## config.mk

```make
export PLATFORM = sky130hd
export DESIGN_NAME = password_programmer
export DESIGN_NICKNAME = d
export VERILOG_FILES = /design/src/rtl/password_programmer.sv
export SDC_FILE = /design/constraint.sdc
export NUM_CORES = 1
export LEC_CHECK = 0
export ABC_AREA = 1
export CAP_MARGIN = 40
export CORE_MARGIN = 2
export CORE_UTILIZATION = 66
export DETAILED_ROUTE_END_ITERATION = 16
export DONT_BUFFER_PORTS = 1
export PLACE_DENSITY = 0.82
export SLEW_MARGIN = 20
export SYNTH_ARGS = -nofsm -noshare
export SYNTH_HDL_FRONTEND = slang
export SYNTH_SLANG_ARGS = --single-unit
```

## constraint.sdc

```tcl
create_clock -name CLK -period 5.4 [get_ports CLK]
set_clock_uncertainty 0.15 [all_clocks]
set_input_delay 1.08 -clock CLK [delete_from_list [all_inputs] [get_ports CLK]]
set_output_delay 1.08 -clock CLK [all_outputs]
set_load 0.05 [all_outputs]
```

## src/rtl/password_programmer.sv

```systemverilog
// Password programming controller: enter a code, confirm it, then commit it
// to the password memory one digit per cycle. All outputs are registered.
module password_programmer #(
    parameter int DIGITS  = 4,
    parameter int DIGIT_W = 4,
    localparam int ADDR_W = (DIGITS > 2) ? $clog2(DIGITS) : 1
) (
    input  logic               CLK,
    input  logic               RST,
    input  logic               start,
    input  logic               cancel,
    input  logic               digit_valid,
    input  logic [DIGIT_W-1:0] digit,
    output logic [DIGIT_W-1:0] mem_data,
    output logic [ADDR_W-1:0]  mem_addr,
    output logic               mem_we,
    output logic               busy,
    output logic               done,
    output logic               mismatch,
    output logic [2:0]         dbg_state
);

    typedef enum logic [2:0] {
        IDLE    = 3'd0,
        ENTER   = 3'd1,
        CONFIRM = 3'd2,
        COMMIT  = 3'd3
    } state_t;

    localparam logic [ADDR_W-1:0]  ZERO_IDX  = ADDR_W'(0);
    localparam logic [ADDR_W-1:0]  ONE_IDX   = ADDR_W'(1);
    localparam logic [ADDR_W-1:0]  LAST_IDX  = ADDR_W'(DIGITS - 1);
    localparam logic [DIGIT_W-1:0] ZERO_DATA = DIGIT_W'(0);

    state_t              state_r, state_next_s;
    logic [ADDR_W-1:0]   idx_r, idx_next_s;
    logic                match_r, match_next_s;
    logic [DIGIT_W-1:0]  buf_r [DIGITS];
    logic                buf_we_s;
    logic                digit_eq_s;
    logic                done_next_s, mismatch_next_s;
    logic                mem_we_next_s;
    logic [ADDR_W-1:0]   mem_addr_next_s;
    logic [DIGIT_W-1:0]  mem_data_next_s;

    // Next-state, index/match update and next-cycle output decode
    always_comb begin
        state_next_s    = state_r;
        idx_next_s      = idx_r;
        match_next_s    = match_r;
        buf_we_s        = 1'b0;
        done_next_s     = 1'b0;
        mismatch_next_s = 1'b0;
        digit_eq_s      = (digit == buf_r[idx_r]);
        case (state_r)
            IDLE: begin
                match_next_s = 1'b0;
                // start together with cancel is treated as no request
                if (start && !cancel) begin
                    state_next_s = ENTER;
                    idx_next_s   = ZERO_IDX;
                end else begin
                    state_next_s = IDLE;
                end
            end
            ENTER: begin
                if (cancel) begin
                    state_next_s = IDLE;
                    idx_next_s   = ZERO_IDX;
                end else if (digit_valid) begin
                    buf_we_s = 1'b1;
                    if (idx_r == LAST_IDX) begin
                        state_next_s = CONFIRM;
                        idx_next_s   = ZERO_IDX;
                        match_next_s = 1'b1;
                    end else begin
                        idx_next_s = idx_r + ONE_IDX;
                    end
                end else begin
                    state_next_s = ENTER;
                end
            end
            CONFIRM: begin
                if (cancel) begin
                    state_next_s = IDLE;
                    idx_next_s   = ZERO_IDX;
                    match_next_s = 1'b0;
                end else if (digit_valid) begin
                    if (idx_r == LAST_IDX) begin
                        idx_next_s   = ZERO_IDX;
                        match_next_s = 1'b0;
                        if (match_r && digit_eq_s) begin
                            state_next_s = COMMIT;
                        end else begin
                            state_next_s    = IDLE;
                            mismatch_next_s = 1'b1;
                        end
                    end else begin
                        match_next_s = match_r & digit_eq_s;
                        idx_next_s   = idx_r + ONE_IDX;
                    end
                end else begin
                    state_next_s = CONFIRM;
                end
            end
            COMMIT: begin
                // cancel, start and digit_valid are deliberately not looked at here
                if (idx_r == LAST_IDX) begin
                    state_next_s = IDLE;
                    idx_next_s   = ZERO_IDX;
                    done_next_s  = 1'b1;
                end else begin
                    idx_next_s = idx_r + ONE_IDX;
                end
            end
            default: begin
                state_next_s = IDLE;
                idx_next_s   = ZERO_IDX;
                match_next_s = 1'b0;
            end
        endcase
        mem_we_next_s   = (state_next_s == COMMIT);
        mem_addr_next_s = mem_we_next_s ? idx_next_s : ZERO_IDX;
        mem_data_next_s = mem_we_next_s ? buf_r[idx_next_s] : ZERO_DATA;
    end

    // FSM state, index, match flag and registered outputs
    always_ff @(posedge CLK or negedge RST) begin
        if (!RST) begin
            state_r   <= IDLE;
            idx_r     <= ZERO_IDX;
            match_r   <= 1'b0;
            mem_we    <= 1'b0;
            mem_addr  <= ZERO_IDX;
            mem_data  <= ZERO_DATA;
            busy      <= 1'b0;
            done      <= 1'b0;
            mismatch  <= 1'b0;
            dbg_state <= 3'd0;
        end else begin
            state_r   <= state_next_s;
            idx_r     <= idx_next_s;
            match_r   <= match_next_s;
            mem_we    <= mem_we_next_s;
            mem_addr  <= mem_addr_next_s;
            mem_data  <= mem_data_next_s;
            busy      <= (state_next_s != IDLE);
            done      <= done_next_s;
            mismatch  <= mismatch_next_s;
            dbg_state <= state_next_s;
        end
    end

    // Entered-digit buffer
    always_ff @(posedge CLK or negedge RST) begin
        if (!RST) begin
            for (int i = 0; i < DIGITS; i++) begin
                buf_r[i] <= ZERO_DATA;
            end
        end else if (buf_we_s) begin
            buf_r[idx_r] <= digit;
        end else begin
            buf_r[idx_r] <= buf_r[idx_r];
        end
    end

endmodule

```

[Word level (Yosys, flattened, before mapping)]
Cells that the tools add are included.
Cells by class
  div/mod/pow operators: 0
  multiply operators: 0
  add/subtract/negate cells: 1
  reductions and logical operators: 8
  mux-type cells: 45
  bitwise logic cells: 4
  eq/ne operators: 10
  shift-type cells: 0
  $lt $le $gt $ge: 3
Operators by type and width (number)
  $bwmux 16: 2
  $mux 4: 6
  $mux 3: 7
  $mux 1: 17
  $bmux 4 s2: 2
  $mux 16: 1
  $mux 2: 6
  $pmux 3 s4: 1
  $eq 3x2->1 const B: 3
  $demux 4 s2: 1
  $ge 3x3->1 const B: 2
  $ne 2x2->1 const B: 3
  $not 2->3: 2
  $pmux 2 s3: 1
  $reduce_and 5->1: 1
  $eq 4x4->1: 1
  $eq 3x1->1 const B: 1
  $logic_and 1x1->1: 3
  $logic_not 3->1: 1
  $lt 3x1->1 const B: 1
  $ne 3x3->1 const B: 1
  $pmux 1 s3: 1
  $reduce_bool 3->1: 1
  $add 2x1->2 const B: 1
  other kinds (5): 5
Storage, ports and cells
  input port bits: 9
  bits in writable memories: 0
  memories: 0
  word-level logic and storage cells: 84
  output and inout port bits: 13
  flip-flop bits (word level): 32
  latch bits: 0
  bits in read-only memories: 0

[Depth between registers and ports, before layout]
Gate-level depths: netlist of run 1.
  depth in word-level cells: 13
  mapped depth: 14

[Worst setup path before layout of run 1]
Ideal clock, no wire load.
  path kind: input port to flip-flop
  from: input digit_valid
  to: register mem_data[2]
  buffers on the path: 0
  arrival: 1.919 ns
  setup slack: 3.207 ns
  stages: 10
  data required time: 5.126 ns
  cells stage by stage: inv_1 -> nor2_2 -> nand2_1 -> o211ai_2 -> a22oi_2 -> inv_2 -> nand2_1 -> nand2_1 -> inv_1 -> a21oi_1
Between the ends
  cells in the longest elaborated chain, start to end: 8
RTL lines
  start: declaration: RTL line 12  | input logic digit_valid,
  $mux 2: RTL line 88  | end else if (digit_valid) begin
  $mux 2: RTL line 67  | if (cancel) begin
  $pmux 2 s3: RTL line 55  | case (state_r)
  net idx_next_s[1]: RTL line 36  | logic [ADDR_W-1:0] idx_r, idx_next_s;
  $not 2->3 (implied by the code): RTL line 124  | mem_data_next_s = mem_we_next_s ? buf_r[idx_next_s] : ZERO_DATA;
  $bmux 4 s2: RTL line 124
  $mux 4 (implied by the code) (2 in series): RTL line 124
  $mux 4: RTL line 124
  net mem_data_next_s[2]: RTL line 44  | logic [DIGIT_W-1:0] mem_data_next_s;
  end signal: assignment: RTL line 146  | mem_data <= mem_data_next_s;
  end: declaration: RTL line 14  | output logic [DIGIT_W-1:0] mem_data,
The timed path passes the listed nets, and every way through them passes these cells. The select of a mux whose other input is x is not followed.
A chain may end at the register's enable or synchronous reset.

[Final worst setup path of run 1]
  from: register idx_r[0]
  to: register mem_data[3]
Between the ends
  cells in the longest elaborated chain, start to end: 13
RTL lines
  start: declaration: RTL line 36
  start signal: assignment: RTL line 142  | idx_r <= idx_next_s;
  $not 2->3 (implied by the code): RTL line 54  | digit_eq_s = (digit == buf_r[idx_r]);
  $bmux 4 s2: RTL line 54
  $mux 4 (implied by the code) (2 in series): RTL line 54
  $eq 4x4->1: RTL line 54
  $logic_and 1x1->1: RTL line 92  | if (match_r && digit_eq_s) begin
  $mux 2: RTL line 92
  $mux 3: RTL line 89  | if (idx_r == LAST_IDX) begin
  $mux 3: RTL line 88
  $mux 3: RTL line 84  | if (cancel) begin
  $pmux 3 s4: RTL line 55
  $eq 3x2->1: RTL line 122  | mem_we_next_s = (state_next_s == COMMIT);
  $mux 4 *: RTL line 124
  net mem_data_next_s[3]: RTL line 44
The timed path passes the listed nets; every way through them passes the cells marked *. The select of a mux whose other input is x is not followed.

==> run metrics, run 1 <==
M2 GR Usage 42.03%; CTS tree done; via count 1535; fillers 234; ANT nets after route 0; I/O pin total 22; setup TNS 0 ns; Total Routing Usage GR 25.76%; Initial Utilization 67.82%; EDFF count, synth 0; vias in the first global route 1402; Synth top cells by count nand2_1 (81), dfrtp_1 (32), inv_1 (29); largest net degree at the start of global routing 33; # diodes 0; Placer Congestion 0.9779; total power 0.5941 mW; most instantiated library cell after synthesis nand2_1; Final HPWL DP 2750 µm; top cell type's share of synthesized area 43.57%; Slowest-stage cell, CP dfrtp_1; worst-case vdd ir drop 251.8 µV; max-cap violations 0; status finished clean; Setup Crit Path Kind reg2reg; Slew Limit Fails 0; initial antenna violation count 0; CP Data Arrival Time 2.62 ns; Post-synth ARST share 100.0%; die area 0.003223 mm²; Synth area leader dfrtp_1; Layout Nets 255; post-CTS setup buffers 0; Worst Tran Pin Value 0.5970 ns; setup violators final 0; vias per std cell 5.602; upper clock frequency limit 0.3989 GHz; Mapped Cells 239; M1 GR Usage 32.89%; post-route minimum period 2.507 ns; Ys Warns 0; initial DRC count 72; ranking of synthesized cells by area dfrtp_1 (44%), nand2_1 (17%), inv_1 (5.9%), o21ai_0 (5.4%), a21oi_1 (3.5%); Max-slew headroom 60.20%; 1st-pass router iterations 4; unique cell type count in the Yosys netlist 29; Post-Route WL 3678 µm; CTS Sinks 32; std cell rows 19; Seq cells post-synth 32; sequential area share after synthesis 43.57%; WP data required 5.51 ns; syn_area_per_cell 7.690 µm²; multi-input logic area 865.8 µm²; worst-path fanout max 16; Crit path largest cell delay 0.66 ns; hold crit path type in2async; Critical Path Start Type flip-flop; wire per inst 13.42 µm; H-Tree Depth 2; PD cells 314.0 mW/mm²; FF+latch area 800.8 µm²; clk_lat worst skew 0.34 ns; Synth Net Count 252; fin crit share 46.43%; Top FF cell, synth dfrtp_1; DRC viols 0; crit-path most repeated cell nand2_1; core area 0.002710 mm²; RSZ-0062 raised after global routing no; crit-path cells ha_1 -> inv_1 -> nand3_1 -> o21ai_1 -> nand3_1 -> nand3_2 -> inv_1 -> nand2_1 -> nand2_1 -> nand2_1 -> nand2_1 -> inv_1 -> a21oi_1; DIE WIDTH 56.77 µm; Root Driver clkbuf_4; height of the die 56.77 µm; Global Route met3 Usage 7.373%; area grow syn2layout 2.927%; grt ovf 0; Final Hold Viols 0; Hold Buf Count CTS 0; Port Buf Inserts 0; Worst Setup End Kind flip-flop; Post-Synthesis Cell Area 0.001838 mm²; first-pass GRT wire length 6306 µm; Num CTS Buffers 5; ratio of cells with drive above 1 in the final layout 11.93%; GRT Max-Usage Layer met2; clock buffer depth 2; static leakage 1.049 nW; Clk pin slew, worst setup/hold paths 0.10 ns; Gates resized, CTS repair 0
==> report_power, final <==
part           internal, mW  switching (mW)  total (mW)
logic                0.0546          0.0895       0.144
registers             0.271          0.0348       0.306
clock network        0.0618          0.0820       0.144
total                 0.388           0.206       0.594
==> routing by layer <==
metal / routed length, µm / vias up / share of wire (%)
li1: - / 765 / -
met1: 1631 / 693 / 44
met2: 1701 / 68 / 46
met3: 288 / 9 / 7.8
met4: 56 / 0 / 1.5
met5: 0 / - / 0
==> cells in the final DEF (no fill, tap or decap), types with 2 or more instances in the layout <==
cell type and count:
nand2_1 81, dfrtp_1 32, inv_1 29, o21ai_0 20, a21oi_1 13, nor2_1 12
nand3_1 12, nand2_2 7, clkbuf_4 5, ha_1 4, nand3_2 3, nand4_1 3
nor2_2 2, inv_2 2, nand3b_1 2, o21ai_1 2, clkinv_2 2
==> final timing paths <==
kind,to,cells past startpoint,slack (ns),from
worst max-delay path,mem_data[3]$_DFF_PN0_,13,2.89,idx_r[0]$_DFF_PN0_
worst min-delay path,state_r[1]$_DFF_PN0_,0,0.27,RST
worst max register to register,mem_data[3]$_DFF_PN0_,13,2.89,idx_r[0]$_DFF_PN0_
worst min register to register,buf_r[6]$_DFFE_PN0P_,2,0.37,buf_r[6]$_DFFE_PN0P_
max in group asynchronous,buf_r[8]$_DFFE_PN0P_,0,4.75,RST
min in group CLK,buf_r[6]$_DFFE_PN0P_,2,0.37,buf_r[6]$_DFFE_PN0P_
==> critical path, delay by kind of cell, from the launching register on <==
family                   cells  cell delay, ns
adder cells (fa/ha/maj)      1            0.29
flip-flops                   1            0.66
AO/OA/AOI/OAI                2            0.19
buffers and inverters        3            0.47
AND/OR/NAND/NOR              7            0.66
==> sequential cells by signal, summed over array words and instances, names as in the netlist <==
register,cells
buf_r,16
mem_data,4
state_r,3
idx_r,2
mem_addr,2
busy,1
done,1
match_r,1
mem_we,1
mismatch,1
==> logic make-up after synthesis <==
group | count (synthesis) | share of synthesized area, %
buf+inv | 36 | 9.326
compound gates | 39 | 11.71
simple gates | 126 | 31.59
other cells | 1 | 0.2040
xor+xnor | 1 | 0.8852
fa+ha+maj | 4 | 2.723
flops | 32 | 43.57
==> metrics by stage <==
stage                     area (µm²)  worst slack (ns)  hold slack (ns)  instances  util [%]
after CTS                       1892             2.918           0.2653        274     69.81
after global routing            1892             2.628           0.2517        274     69.81
final                           1892             2.893           0.2678        274     69.81
after global placement          1831             2.995           0.3174        266     67.54
after floorplan                 1838             3.207           0.3030        239         -
after detailed placement        1831             2.947           0.3410        266     67.54
==> final cells by class <==
| cell class | count | area share, % |
|---|---|---|
| multi-input combinational | 171 | 45.77 |
| sequential | 32 | 42.33 |
| clock buffer | 6 | 2.712 |
| inverter | 32 | 6.614 |
| clock inverter | 2 | 0.5291 |
| tap | 31 | 2.050 |
No activity file was read; power rests on OpenSTA's default activity.
==> inputs of run 2 (changes only) <==
Settings changed: ABC_AREA 1 to 0, CORE_UTILIZATION 66 to 62, PLACE_DENSITY 0.82 to 0.78.
Clock period 5.4 ns to 2.5 ns, I/O delays scaled along.
==> run 2 against run 1 <==
Net effect:
- synthesized cell count fell by 20%
- maximum frequency increased by 8.8%
- global-route usage grew 2.2 points
- critical path depth fell by 7
- non-clock buffer count increased by 9
- cell area grew 5.4%
- wire length grew 14%
- total power up 94%
- hold slack worse by 0.031 ns
- sequential cell count unchanged
- via count decreased by 2.8%
- setup slack lost 2.7 ns
- critical endpoint unchanged
==> run metrics, run 2 <==
status finished clean; Post-Synthesis Cell Area 0.001876 mm² (+2.0%); ANT nets after route 0 (unchanged); Top FF cell, synth dfrtp_1; largest family of logic cells by synthesized area compound AO/OA/AOI/OAI gates; setup TNS 0 ns (unchanged); Final Util 71.10% (+1.3 points); vias per std cell 6.602 (+18%); wire per inst 18.48 µm (+38%); Slew Limit Fails 0 (unchanged); CTS Sinks 32 (unchanged); most instantiated library cell after synthesis dfrtp_1; total power 1.153 mW (+94%); Gates resized, CTS repair 0 (unchanged); crit-path most repeated cell mux2i_1; vias in the first global route 1432 (+2.1%); Total Routing Usage GR 27.91% (+2.2 points); post-CTS setup buffers 0 (unchanged); area grow syn2layout 6.337%; WP data required 2.64 ns (-2.87 ns); Ys Warns 0 (unchanged); Max-slew headroom 58.17% (-2.0 points); die area 0.003481 mm² (+8.0%); worst-case vdd ir drop 463.8 µV (+84%); Global Route met3 Usage 8.952% (+1.6 points); Synth Area in Compound Gates 18.41% (+6.7 points); Port Buf Inserts 0 (unchanged); M2 GR Usage 42.70% (+0.67 points); CP Data Arrival Time 2.44 ns (-0.18 ns); Final HPWL DP 3172 µm (+15%); CTS tree done; hold crit path type in2reg; I/O pin total 22 (unchanged); clock buffer depth 2 (unchanged); Placer Congestion 0.9510 (-2.8%); initial antenna violation count 0 (unchanged); largest registers buf_r (16), mem_data (4), state_r (3); height of the die 59 µm (+3.9%); RSZ-0062 raised after global routing no; multi-input logic area 975.9 µm² (+13%); mux cell area share after synthesis 8.939% (+8.9 points); clk_lat worst skew 0.34 ns (about the same); max-cap violations 0 (unchanged); max reg flops 16 (unchanged); Slowest-stage cell, CP dfrtp_1; upper clock frequency limit 0.4339 GHz (+8.8%); sequential area share after synthesis 42.70% (-0.87 points); register bank with the most flops buf_r; syn_area_per_cell 9.820 µm² (+28%); Hold Buf Count CTS 2 (+2); DIE WIDTH 59 µm (+3.9%); crit-path cells buf_4 -> mux2i_1 -> mux2i_1 -> o2111ai_2 -> o21ai_4 -> o311a_1; Post-Route WL 4177 µm (+14%); Post-synth ARST share 100.0% (unchanged); Num CTS Buffers 5 (unchanged); top cell type's share of synthesized area 42.70% (-0.87 points); Layout Nets 207 (-19%); Adder-Cell Fraction of Synth Area 3.736% (+1.0 points); H-Tree Depth 2 (unchanged); Root Driver clkbuf_4; unique cell type count in the Yosys netlist 45 (+55%); Seq cells post-synth 32 (unchanged); M1 GR Usage 37.75% (+4.9 points); fillers 216 (-7.7%); Clk pin slew, worst setup/hold paths 0.10 ns (about the same); ranking of synthesized cells by area dfrtp_1 (43%), mux2i_1 (5.3%), nor2_1 (5.0%), a21oi_1 (4.8%), mux4_2 (3.6%); Final Hold Viols 0 (unchanged); Synth Area in Simple Gates 18.08% (-14 points); setup violators final 0 (unchanged); via count 1492 (-2.8%); grt ovf 0 (unchanged); EDFF count, synth 0 (unchanged); R2R setup slack 0.20 ns (-2.70 ns); Mapped Cells 191 (-20%); Initial Utilization 66.86% (-0.96 points); # diodes 0 (unchanged); most frequent cells in the layout dfrtp_1 (32), nor2_1 (25), a21oi_1 (18), mux2i_1 (10), inv_1 (9); xor/xnor share of the synthesized area 2.668% (+1.8 points); DRC viols 0 (unchanged); GRT Max-Usage Layer met2; Setup Crit Path Kind reg2reg; std cell rows 19 (unchanged); commonest non-fill, non-tap cell in the layout dfrtp_1; Synth top cells by count dfrtp_1 (32), nor2_1 (25), a21oi_1 (18); Critical Path Start Type flip-flop; 1st-pass router iterations 4 (unchanged); Synth area leader dfrtp_1; first-pass GRT wire length 6989 µm (+11%); Worst Tran Pin Value 0.6275 ns (+0.03044 ns); ratio of cells with drive above 1 in the final layout 12.82% (+0.89 points); static leakage 0.8494 nW (-19%); Synth Net Count 204 (-19%); largest net degree at the start of global routing 33 (unchanged); PD cells 578.0 mW/mm² (+84%); initial DRC count 90 (+25%); Worst Setup End Kind flip-flop; Crit path largest cell delay 0.47 ns (-0.19 ns); FF+latch area 800.8 µm² (unchanged); fin crit share 92.18% (+46 points); core area 0.002805 mm² (+3.5%); post-route minimum period 2.304 ns (-0.2027 ns); worst-path fanout max 15 (-1)
[run 2: changes by cell type in the layout (fill, tap and decap cells not counted), sizes merged, moves of 5 or more]
cell	previous run	this run
a21oi	13	18
nor3b	0	8
inv	32	10
o21ai	22	6
mux2i	0	10
buf	0	8
nand4	5	0
nand3	15	1
nand2b	0	5
nor2	15	25
nand2	88	8
[run 2: kinds of logic after synthesis]
logic type | Yosys count
other | 1
AOI/OAI and AO/OA | 48
and+or+nand+nor | 64
muxes | 13
xor gates and xnor gates | 4
adders and majority gates | 6
buffers and inverters | 23
DFF | 32
[run 2: final timing paths]
| check | startpoint | end | cells past startpoint |
|---|---|---|---|
| worst max-delay path | idx_r[0]$_DFF_PN0_ | mem_data[3]$_DFF_PN0_ | 6 |
| worst min-delay path | digit_valid | mismatch$_DFF_PN0_ | 2 |
| worst max register to register | idx_r[0]$_DFF_PN0_ | mem_data[3]$_DFF_PN0_ | 6 |
| worst min register to register | buf_r[4]$_DFFE_PN0P_ | buf_r[4]$_DFFE_PN0P_ | 2 |
| max in group asynchronous | RST | match_r$_DFFE_PN0P_ | 2 |
| min in group asynchronous | RST | mem_data[0]$_DFF_PN0_ | 2 |
[run 2: metal layers]
metal	vias to the layer above	wire length [µm]
li1	690	-
met1	735	1751
met2	55	2043
met3	12	292
met4	0	89
met5	-	0
[run 2: stage by stage]
step / std cells / instance area (µm²) / hold WS, ns / setup WS, ns
finish: 226 / 1994 / 0.2370 / 0.1955
CTS: 226 / 1994 / 0.2236 / 0.2056
global placement: 216 / 1906 / 0.05500 / 0.3652
floorplan: 191 / 1876 / 0.05441 / 0.1367
detailed placement: 216 / 1906 / 0.05504 / 0.2423
global route: 226 / 1994 / 0.2371 / 0.006485
[run 2: worst max-delay path, delay by kind of cell, from the launching register on]
kind | cells | cell delay [ns]
AO/OA/AOI/OAI | 3 | 0.77
flip-flops | 1 | 0.47
buffers and inverters | 1 | 0.25
multiplexers | 2 | 0.61
[run 2: where the power goes]
| part | switching, mW | internal (mW) | total, mW |
|---|---|---|---|
| Combinational | 0.125 | 0.102 | 0.228 |
| Sequential | 0.0517 | 0.559 | 0.611 |
| Clock | 0.175 | 0.139 | 0.314 |
| Total | 0.353 | 0.800 | 1.15 |
[run 2: layout make-up]
| cell class | count | share of cell area [%] |
|---|---|---|
| multi-input combinational | 136 | 48.93 |
| timing repair buffer | 9 | 4.141 |
| tap | 31 | 1.945 |
| sequential | 32 | 40.15 |
| clock buffer | 8 | 2.949 |
| inverter | 10 | 1.882 |
==> inputs of run 3 (changes only) <==
Settings changed: REMOVE_ABC_BUFFERS set to 1.
==> run 3 against run 2 <==
Net effect:
- maximum frequency is 2.0% higher
- clock power is 5% lower
- sequential cell count stayed put
- combinational power hardly changed
- global-route usage is 1.7 points lower
- cell count is 0.44% higher
- hold slack better by 0.0086 ns
- core utilization is 0.27 points higher
- critical path type unchanged
- critical endpoint is now mem_data[2]$_DFF_PN0_
- largest cell class unchanged
==> run metrics, run 3 (synthesis results as in run 2) <==
vias in the first global route 1386 (-3.2%); Setup Crit Path Kind reg2reg; Worst Setup End Kind flip-flop; post-CTS setup buffers 0 (unchanged); Slew Limit Fails 0 (unchanged); CTS Sinks 32 (unchanged); setup violators final 0 (unchanged); die area 0.003481 mm² (unchanged); Num CTS Buffers 5 (unchanged); dpl ws 0.2349 ns (-0.007380 ns); Sw Pwr 0.3283 mW (-6.9%); PD cells 564.3 mW/mm² (-2.4%); Post-Route WL 3980 µm (-4.7%); Final Cell Area 0.002002 mm² (+0.38%); initial antenna violation count 0 (unchanged); Layout Nets 208 (+0.48%); max reg flops 16 (unchanged); clock buffer depth 2 (unchanged); static leakage 0.8542 nW (+0.57%); Hold WS 0.2456 ns (+0.008636 ns); height of the die 59 µm (unchanged); PnR worst setup slack 0.2409 ns (+0.04536 ns); Initial Utilization 66.86% (unchanged); # diodes 0 (unchanged); Comb power frac 20.3% (+0.5 points); Clk pin slew, worst setup/hold paths 0.09 ns (about the same); area grow syn2layout 6.738%; Max-slew headroom 59.95% (+1.8 points); fillers 212 (-1.9%); Final HPWL DP 2985 µm (-5.9%); Final Hold Viols 0 (unchanged); Int Pwr 0.8013 mW (+0.15%); WP data required 2.62 ns (-0.02 ns); I/O pin total 22 (unchanged); max-cap violations 0 (unchanged); R2R setup slack 0.24 ns (+0.05 ns); worst-case vdd ir drop 376.7 µV (-19%); Total Routing Usage GR 26.23% (-1.7 points); DRC viols 0 (unchanged); fin crit share 90.36% (-1.8 points); commonest non-fill, non-tap cell in the layout dfrtp_1; Flop pwr share 53.4% (+0.4 points); setup TNS 0 ns (unchanged); upper clock frequency limit 0.4427 GHz (+2.0%); crit path launch idx_r[0]$_DFF_PN0_; via count 1465 (-1.8%); RSZ-0062 raised after global routing no; ratio of cells with drive above 1 in the final layout 13.27% (+0.44 points); FF-to-FF Start idx_r[0]$_DFF_PN0_; CTS tree done; worst-path fanout max 15 (unchanged); 1st-pass router iterations 4 (unchanged); clock power share 26.3% (-0.9 points); grt ovf 0 (unchanged); total power 1.130 mW (-2.0%); ANT nets after route 0 (unchanged); first-pass GRT wire length 6651 µm (-4.8%); Placer Congestion 1.007 (+5.9%); largest net degree at the start of global routing 33 (unchanged); std cell rows 19 (unchanged); Root Driver clkbuf_4; wire per inst 17.53 µm (-5.1%); largest registers buf_r (16), mem_data (4), state_r (3); Worst Tran Pin Value 0.6007 ns (-0.02675 ns); Critical Path Start Type flip-flop; Port Buf Inserts 0 (unchanged); most frequent cells in the layout dfrtp_1 (32), nor2_1 (25), a21oi_1 (18), mux2i_1 (10), inv_1 (9); placed instance area 0.001913 mm² (+0.39%); initial DRC count 66 (-27%); post-route minimum period 2.259 ns (-0.04536 ns); H-Tree Depth 2 (unchanged); CP Data Arrival Time 2.38 ns (-0.06 ns); clk_lat worst skew 0.33 ns (about the same); DIE WIDTH 59 µm (unchanged); HP Start digit_valid; vias per std cell 6.454 (-2.2%); register bank with the most flops buf_r; hold crit path type in2reg; status finished clean; switch share 29.06% (-1.5 points); core area 0.002805 mm² (unchanged)
## run 3: path summary, 6_finish.rpt
kind | depth (start not counted) | end
hold reg to reg | 2 | buf_r[4]$_DFFE_PN0P_
setup / recovery | 6 | mem_data[2]$_DFF_PN0_
hold / removal | 2 | mismatch$_DFF_PN0_
max in group asynchronous | 2 | buf_r[5]$_DFFE_PN0P_
min in group asynchronous | 2 | buf_r[2]$_DFFE_PN0P_
setup reg to reg | 6 | mem_data[2]$_DFF_PN0_
## run 3: repair_timing
item                       CTS  global route
hold endpoints to repair    32             0
setup endpoints to repair    0             0
hold buffers                 2             0
gates resized for setup      0             0
## run 3: layout make-up
cell class / instances / area, µm² / area share [%]
multi-input cells: 136 / 975.9 / 48.75
flip-flops and latches: 32 / 800.8 / 40.00
repair buffers: 10 / 90.09 / 4.500
clock buffers: 8 / 58.81 / 2.938
well taps: 31 / 38.79 / 1.938
inverters: 10 / 37.54 / 1.875
## run 3: worst max-delay path: stages (launching register included)
cell	delay, ns
dfrtp_1	0.46
buf_4	0.26
mux2i_1	0.30
mux2i_1	0.29
o2111ai_2	0.25
o21ai_4	0.29
o311a_1	0.20
## run 3: layer usage
metal	part of all wire (%)	GRT usage, %
met1	40	33.62
met5	0	0
met3	8.3	7.860
met4	2.7	11.69
met2	49	41.11
## run 3: power by group through the flow
stage          Combinational, mW  Sequential [mW]  Clock, mW
2_1_floorplan              0.163            0.604          0
3_3_place_gp               0.211            0.610          0
3_5_place_dp               0.213            0.611          0
4_1_cts                    0.230            0.601      0.307
5_1_grt                    0.252            0.606      0.327
6_report                   0.229            0.603      0.298
## run 3: metrics by stage
stage,std cells,utilization (%)
2_1_floorplan,178,-
3_3_place_gp,217,68.20
3_5_place_dp,217,68.20
4_1_cts,227,71.36
5_1_grt,227,71.36
6_report,227,71.36
